File: src/rtl/fxp_div_seq.sv
`default_nettype none
// ============================================================================
// fxp_div_seq : sequential signed fixed-point divider (restoring, 1 bit/clk)
// Rev 1.0
// ============================================================================
module fxp_div_seq #(
   parameter int A_width_int       = 8,
   parameter int A_width_frac      = 8,
   parameter int B_width_int       = 8,
   parameter int B_width_frac      = 8,
   parameter int output_width_int  = 8,
   parameter int output_width_frac = 8,
   parameter int ROUND             = 1
) (
   input  logic                                          clk,
   input  logic                                          rstn,
   input  logic                                          in_valid,
   output logic                                          in_ready,
   input  logic [A_width_int+A_width_frac-1:0]           ina,
   input  logic [B_width_int+B_width_frac-1:0]           inb,
   output logic                                          out_valid,
   input  logic                                          out_ready,
   output logic [output_width_int+output_width_frac-1:0] out,
   output logic                                          overflow,
   output logic                                          div_by_zero
);

   localparam int AW = A_width_int + A_width_frac;
   localparam int BW = B_width_int + B_width_frac;
   localparam int OW = output_width_int + output_width_frac;
   localparam int SH = output_width_frac + B_width_frac - A_width_frac + ((ROUND != 0) ? 1 : 0);
   localparam int NW = AW + SH;
   localparam int LW = ((NW > OW) ? NW : OW) + 1;
   localparam int CW = $clog2(NW + 1);

   generate
      if (SH < 0) begin : g_bad_shift
         $error("fxp_div_seq: output_width_frac + B_width_frac + ROUND must be >= A_width_frac");
      end
   endgenerate

   typedef enum logic [1:0] {S_IDLE, S_CALC, S_FIX, S_DONE} state_t;

   state_t          r_state;
   state_t          w_state_nxt;
   logic [NW-1:0]   r_num;
   logic [BW-1:0]   r_rem;
   logic [BW-1:0]   r_div;
   logic            r_neg;
   logic [CW-1:0]   r_cnt;
   logic [OW-1:0]   r_out;
   logic            r_ovf;
   logic            r_dbz;

   logic [AW-1:0]   w_amag;
   logic [BW-1:0]   w_bmag;
   logic            w_b_zero;
   logic [NW-1:0]   w_num_init;
   logic [BW:0]     w_trial;
   logic            w_ge;
   logic [BW-1:0]   w_sub;
   logic [NW-1:0]   w_qr;
   logic [LW-1:0]   w_qr_ext;
   logic [LW-1:0]   w_lim;
   logic            w_clip;
   logic [OW-1:0]   w_mag;
   logic [OW-1:0]   w_res;
   logic [OW-1:0]   w_dbz_val;

   // Magnitudes are unsigned, so the most-negative operand maps to 2^(W-1).
   assign w_amag     = ina[AW-1] ? -ina : ina;
   assign w_bmag     = inb[BW-1] ? -inb : inb;
   assign w_b_zero   = (inb == '0);
   assign w_num_init = NW'(w_amag) << SH;

   // Partial remainder is always below the divisor, so the low BW bits of the
   // difference are exact whenever the trial subtract succeeds.
   assign w_trial = {r_rem, r_num[NW-1]};
   assign w_ge    = w_trial[BW] | (w_trial[BW-1:0] >= r_div);
   assign w_sub   = w_trial[BW-1:0] - r_div;

   assign w_qr     = (ROUND != 0) ? NW'(({1'b0, r_num} + (NW+1)'(1)) >> 1) : r_num;
   assign w_qr_ext = LW'(w_qr);
   assign w_lim    = r_neg ? (LW'(1) << (OW-1)) : ((LW'(1) << (OW-1)) - LW'(1));
   assign w_clip   = (w_qr_ext > w_lim);
   assign w_mag    = w_clip ? w_lim[OW-1:0] : w_qr_ext[OW-1:0];
   assign w_res    = r_neg ? -w_mag : w_mag;

   assign w_dbz_val = (ina == '0) ? '0 :
                      ina[AW-1]   ? {1'b1, {(OW-1){1'b0}}} : {1'b0, {(OW-1){1'b1}}};

   always_ff @(posedge clk or negedge rstn) begin
      if (!rstn) begin
         r_state <= S_IDLE;
      end else begin
         r_state <= w_state_nxt;
      end
   end

   always_comb begin
      w_state_nxt = r_state;
      in_ready    = 1'b0;
      out_valid   = 1'b0;
      case (r_state)
         S_IDLE: begin
            in_ready = 1'b1;
            if (in_valid) begin
               w_state_nxt = w_b_zero ? S_DONE : S_CALC;
            end
         end
         S_CALC: begin
            if (r_cnt == CW'(1)) begin
               w_state_nxt = S_FIX;
            end
         end
         S_FIX: begin
            w_state_nxt = S_DONE;
         end
         S_DONE: begin
            out_valid = 1'b1;
            if (out_ready) begin
               w_state_nxt = S_IDLE;
            end
         end
         default: begin
            w_state_nxt = S_IDLE;
         end
      endcase
   end

   always_ff @(posedge clk or negedge rstn) begin
      if (!rstn) begin
         r_num <= '0;
         r_rem <= '0;
         r_div <= '0;
         r_neg <= 1'b0;
         r_cnt <= '0;
         r_out <= '0;
         r_ovf <= 1'b0;
         r_dbz <= 1'b0;
      end else begin
         case (r_state)
            S_IDLE: begin
               if (in_valid) begin
                  r_num <= w_num_init;
                  r_rem <= '0;
                  r_div <= w_bmag;
                  r_neg <= ina[AW-1] ^ inb[BW-1];
                  r_cnt <= CW'(NW);
                  r_ovf <= w_b_zero;
                  r_dbz <= w_b_zero;
                  if (w_b_zero) begin
                     r_out <= w_dbz_val;
                  end
               end
            end
            S_CALC: begin
               r_rem <= w_ge ? w_sub : w_trial[BW-1:0];
               r_num <= {r_num[NW-2:0], w_ge};
               r_cnt <= r_cnt - CW'(1);
            end
            S_FIX: begin
               r_out <= w_res;
               r_ovf <= w_clip;
            end
            default: begin
            end
         endcase
      end
   end

   assign out         = r_out;
   assign overflow    = r_ovf;
   assign div_by_zero = r_dbz;

endmodule
`default_nettype wire

File: config.mk
export PLATFORM = sky130hd
export DESIGN_NAME = fxp_div_seq
export DESIGN_NICKNAME = d
export VERILOG_FILES = /design/src/rtl/fxp_div_seq.sv
export SDC_FILE = /design/constraint.sdc
export NUM_CORES = 1
export LEC_CHECK = 0
export CORE_AREA = 2 2 76 151
export DETAILED_ROUTE_END_ITERATION = 10
export DIE_AREA = 0 0 78 153
export PLACE_DENSITY = 0.82
export SLEW_MARGIN = 10
export SYNTH_ARGS = -nofsm -noshare
export SYNTH_HDL_FRONTEND = slang
export SYNTH_SLANG_ARGS = --single-unit
File: constraint.sdc
create_clock -name clk -period 12.53 [get_ports clk]
set_clock_uncertainty 0.15 [all_clocks]
set_input_delay 3.1325 -clock clk [delete_from_list [all_inputs] [get_ports clk]]
set_output_delay 3.1325 -clock clk [all_outputs]
set_load 0.05 [all_outputs]
### Yosys cells after proc, flatten, opt, wreduce, memory -nomap -nowiden

Cells that the tools add are included.

| cells by class | value |
|---|---|
| add/sub/neg operators | 6 |
| $lt $le $gt $ge | 2 |
| eq/ne operators | 8 |
| muxes and demuxes | 26 |
| bitwise gates (word level) | 2 |
| reductions and logical operators | 10 |

Operators by type and width:

| operator | count |
|---|---|
| $mux 16 | 11 |
| $pmux 16 s2 | 2 |
| $pmux 25 s2 | 1 |
| $neg 16->16 | 3 |
| $logic_not 16->1 | 2 |
| $add 25x1->26 const B | 1 |
| $gt 25x16->1 | 1 |
| $mux 25 | 1 |
| $ge 16x16->1 | 1 |
| $sub 16x16->16 | 1 |
| $pmux 5 s2 | 1 |
| $mux 2 | 4 |
| $ne 2x2->1 const B | 4 |
| $pmux 2 s4 | 1 |
| $reduce_and 2->1 | 3 |
| $reduce_and 3->1 | 2 |
| $eq 5x1->1 const B | 1 |
| $mux 5 | 1 |
| $sub 5x1->5 const B | 1 |
| $eq 2x2->1 const B | 2 |
| $reduce_bool 2->1 | 2 |
| $mux 1 | 3 |
| $eq 2x1->1 const B | 1 |
| $logic_not 2->1 | 1 |
| other kinds (3) | 3 |

| storage, ports and cells | value |
|---|---|
| bits in registers | 83 |
| input port bits | 36 |
| output and inout bits | 20 |
| logic and storage cells | 63 |

### Logic depth before layout (Yosys ltp)

| depth | value |
|---|---|
| depth after elaboration | 6 |
| depth in mapped cells | 23 |
| mapped depth without buffers | 20 |

### Least setup slack after synthesis

OpenSTA, ideal clock, no wires.

| path | value |
|---|---|
| path type | input-to-reg |
| start point | in inb[3] |
| end point | reg r_out[11] (netlist: out[11]) |
| library setup time | 0.132 ns |
| arrival | 5.146 ns |
| required time | 12.248 ns |
| setup slack | 7.102 ns |
| cell stages on the path | 9 |
| buffers on the path | 1 |
| cells stage by stage | or4_1 > nor4_2 > nand3b_1 > nor3_1 > a22o_1 > nand2_1 > clkbuf_1 > a221oi_1 > nor3_1 |

| on the way | value |
|---|---|
| longest elaborated chain between the ends | 3 |

Ends and longest elaborated chain:

| what | RTL line | text |
|---|---|---|
| from (decl) | 20 | `input logic [B_width_int+B_width_frac-1:0] inb,` |
| $logic_not 16->1 | 73 | `assign w_b_zero = (inb == '0);` |
| $ne 2x2->1 (no source line) | - |  |
| $reduce_and 3->1 (no source line) | - |  |
| to (signal assigned) | 153 | `r_out <= w_dbz_val;` |
| to (signal assigned) | 163 | `r_out <= w_res;` |
| to (decl) | 51 | `logic [OW-1:0] r_out;` |

Every way passes these cells.
A chain may end at the register's enable or synchronous reset.

### Worst setup path after layout

| path | value |
|---|---|
| start point | in inb[3] |
| end point | reg r_out[7] (netlist: out[7]) |

The elaborated chain is that of the path after synthesis.

==> impl_metrics.py <==
metrics = {
    "run_status": {
        "status": "finished clean",
    },
    "min_path": {
        "hp-class": "reg -> reg",
    },
    "final_layout": {
        "final_cell_mix": "83 x dfrtp_1, 73 x nand2_1, 57 x o21ai_0, 54 x clkdlybuf4s50_1, 49 x nor2_1",
        "final_common_cell": "dfrtp_1",
        "final_core_util_pct": 70.0,
        "fin_nets": 904,
        "area_delta_synth_final_pct": 11.5,
        "n_antenna_cell": 0,
        "final_cells": 969,
        "drive_above_1_share_pct": 5.43,
        "design_area_mm2": 0.00756,
    },
    "place": {
        "dp_slack_ps": 5330,
        "placed_cell_area_mm2": 0.00728,
        "numPortBuffers": 55,
        "dp.cells": 954,
        "gp_congestion": 0.984,
        "hpwl_um": 15200,
    },
    "timing": {
        "fin_setup_tns_ps": 0,
        "report.final.slew_viol_count": 0,
        "tightest_slew_ps": 1240,
        "post-route-min-period_ps": 6960,
        "finalCritPeriodShare_pct": 55.5,
        "fin_hold_ws_ps": 331,
        "setup_viol": 0,
        "finalWorstSetupSlack_ps": 5570,
        "rsz0062_at_grt": "no",
        "relSlewSlack_pct": 17.1,
        "finalHoldViolCount": 0,
        "clock.fmax_mhz": 144,
    },
    "synth": {
        "synth-seq-cells": 83,
        "synth_fp_nets": 884,
        "syn_inst": 805,
        "synthArstFlopShare_pct": 100,
        "yosysSeqAreaShare_pct": 30.6,
        "yosysWarnings": 0,
        "synth_edf_count": 0,
        "synth_cell_types": 77,
        "synth_area_mm2": 0.00678,
        "ys.flop_type": "dfrtp_1",
        "postSynthAreaPerCell_um2": 8.43,
    },
    "setup_path": {
        "arrival_ps": 7040,
        "crit_path_start_kind": "primary input",
        "critPathRequiredTime_ps": 12610,
        "cp_max_fo": 21,
        "end_kind": "flop",
        "critPathMaxStageDelay_ps": 700,
        "cp.buffers_inverters": 1,
        "crit_chain": "clkdlybuf4s50_1, or4_1, nor4_2, nand3b_1, nor3_1, a22o_1, nand2_1, a311o_1, o22a_1",
        "critPathKind": "in -> reg",
        "slowest_stage": "a22o_1",
        "critical-path-top-delay-family": "simple AND/OR/NAND/NOR gates",
    },
    "clock_tree": {
        "cts_buffers": 9,
        "clk_latency_ps": 340,
        "hold_buffers": 0,
        "path_clk_slew_ps": 70,
        "post_cts_buffers": 0,
        "cts_tree": "yes",
        "cts.repair.resized": 0,
        "htreeDepth": 3,
        "cts-root-buf": "clkbuf_16",
        "clk_path_buf_depth": 2,
        "clock-sinks": 83,
    },
    "global_routing": {
        "grt_overflow": 0,
        "antenna_found_initial": 0,
        "grt_pass1_wl_um": 32000,
        "grt_pass1_vias": 6588,
        "grt_max_degree": 84,
        "grtUsageTotal_pct": 34.1,
    },
    "floorplan": {
        "dieArea_mm2": 0.0119,
        "num_rows": 54,
        "start_util_pct": 62.8,
        "die_h_um": 153,
        "coreArea_mm2": 0.0108,
        "ios": 56,
        "die_x_um": 78,
    },
    "power": {
        "power_mw": 2.24,
        "p_switching_mw": 1.14,
        "p_seq_share_pct": 23.5,
        "power.internal_mw": 1.10,
        "leakage_nw": 3.16,
        "ir_worst_vdd_mv": 0.229,
        "powerDensity_mw_per_mm2": 296,
        "switching_share_pct": 50.8,
        "clockPowerShare_pct": 11.5,
        "combPwrFrac_pct": 65.0,
    },
    "run": {
        "max_cap_viol_count": 0,
    },
    "routing": {
        "viasPerCell": 6.64,
        "first_iter_violations": 521,
        "vias": 6434,
        "drt-wirelength-per-cell_um": 20.4,
        "routed_wl_um": 19800,
        "final_antenna_net_count": 0,
        "firstDrtPassIters": 5,
        "drc": 0,
    },
}
[worst paths after layout]
check / cells past startpoint / startpoint / slack [ps] / end
max: 9 / inb[3] / 5570 / out[7]$_DFFE_PN0P_
max reg2reg: 20 / r_num[3]$_DFFE_PN0P_ / 6120 / out[8]$_DFFE_PN0P_
min: 2 / r_div[9]$_DFFE_PN0P_ / 330 / r_div[9]$_DFFE_PN0P_
min in group asynchronous: 1 / rstn / 2810 / r_num[4]$_DFFE_PN0P_
min reg2reg: 2 / r_div[9]$_DFFE_PN0P_ / 330 / r_div[9]$_DFFE_PN0P_
max in group asynchronous: 1 / rstn / 8710 / out[6]$_DFFE_PN0P_
[worst reg2reg max path, cell delays in order, from the launching register on]
cell      delay [ps]
dfrtp_1          600
nand4_1          320
nor2_1           670
nand3_1          170
xor2_1           250
inv_1             80
ha_1             220
or4_1            510
a221oi_1         240
a22oi_1          140
a221oi_1         350
o2bb2a_1         580
and2_4           350
a21o_1           170
ha_1             390
and2_1           270
and4_1           200
o221ai_1         110
o21ai_0          200
nand3_1          160
a31oi_1          220
[area by class of cell]
class                      count  area, µm²
clock buffer                  10        229
clock inverter                 5       55.1
fill                         874       3250
inverter                      47        176
multi-input combinational    624       4270
sequential                    83       2080
tap                          140        175
timing repair buffer          60        586
[layer usage]
layer / vias up / global-route usage (%) / wire [µm]
met5: - / 0 / 0
met3: 81 / 4.96 / 783
li1: 3016 / - / -
met1: 3093 / 31.1 / 6460
met4: 0 / 23.9 / 1440
met2: 244 / 65.8 / 11100
[sequential cells by signal (all words and copies together) (netlist names)]
name and flops:
r_num 25, out 16, r_div 16, r_rem 16
r_cnt 5, r_state 2, div_by_zero 1, overflow 1
r_neg 1
[power by group through the flow]
stage | combinational (mW) | clock, mW | sequential, mW
2_1_floorplan | 1.03 | 0 | 0.558
4_1_cts | 1.44 | 0.260 | 0.520
6_report | 1.46 | 0.258 | 0.525
3_5_place_dp | 1.43 | 0 | 0.523
3_3_place_gp | 1.38 | 0 | 0.517
5_1_grt | 1.59 | 0.270 | 0.539
[Yosys cell counts (all sizes together), types with 11 or more instances]
| master | number | area, µm² |
|---|---|---|
| o31ai | 11 | 82.6 |
| dfrtp | 83 | 2080 |
| nand2 | 75 | 297 |
| nor2 | 49 | 184 |
| clkbuf | 27 | 101 |
| a22o | 12 | 105 |
| o21ai | 58 | 290 |
| a31oi | 14 | 87.6 |
| nand4 | 18 | 113 |
| xnor2 | 26 | 246 |
| buf | 24 | 170 |
| a21oi | 42 | 210 |
| nor3 | 26 | 135 |
| nand3 | 26 | 135 |
| xor2 | 32 | 280 |
| o22ai | 13 | 81.3 |
| inv | 46 | 173 |
| ha | 42 | 526 |
| mux2i | 19 | 190 |
[logic make-up (layout without fill, tap and decap cells)]
family	count (synthesis)	in the layout	share of synthesized area [%]
flip-flops	83	83	30.6
buffers and inverters	98	122	6.60
AND/OR/NAND/NOR	261	261	19.6
adder cells (fa/ha/maj)	43	43	8.04
XOR/XNOR	58	58	7.76
AO/OA/AOI/OAI	241	241	24.3
multiplexers	21	21	3.14
No activity file was read; power rests on OpenSTA's default activity.
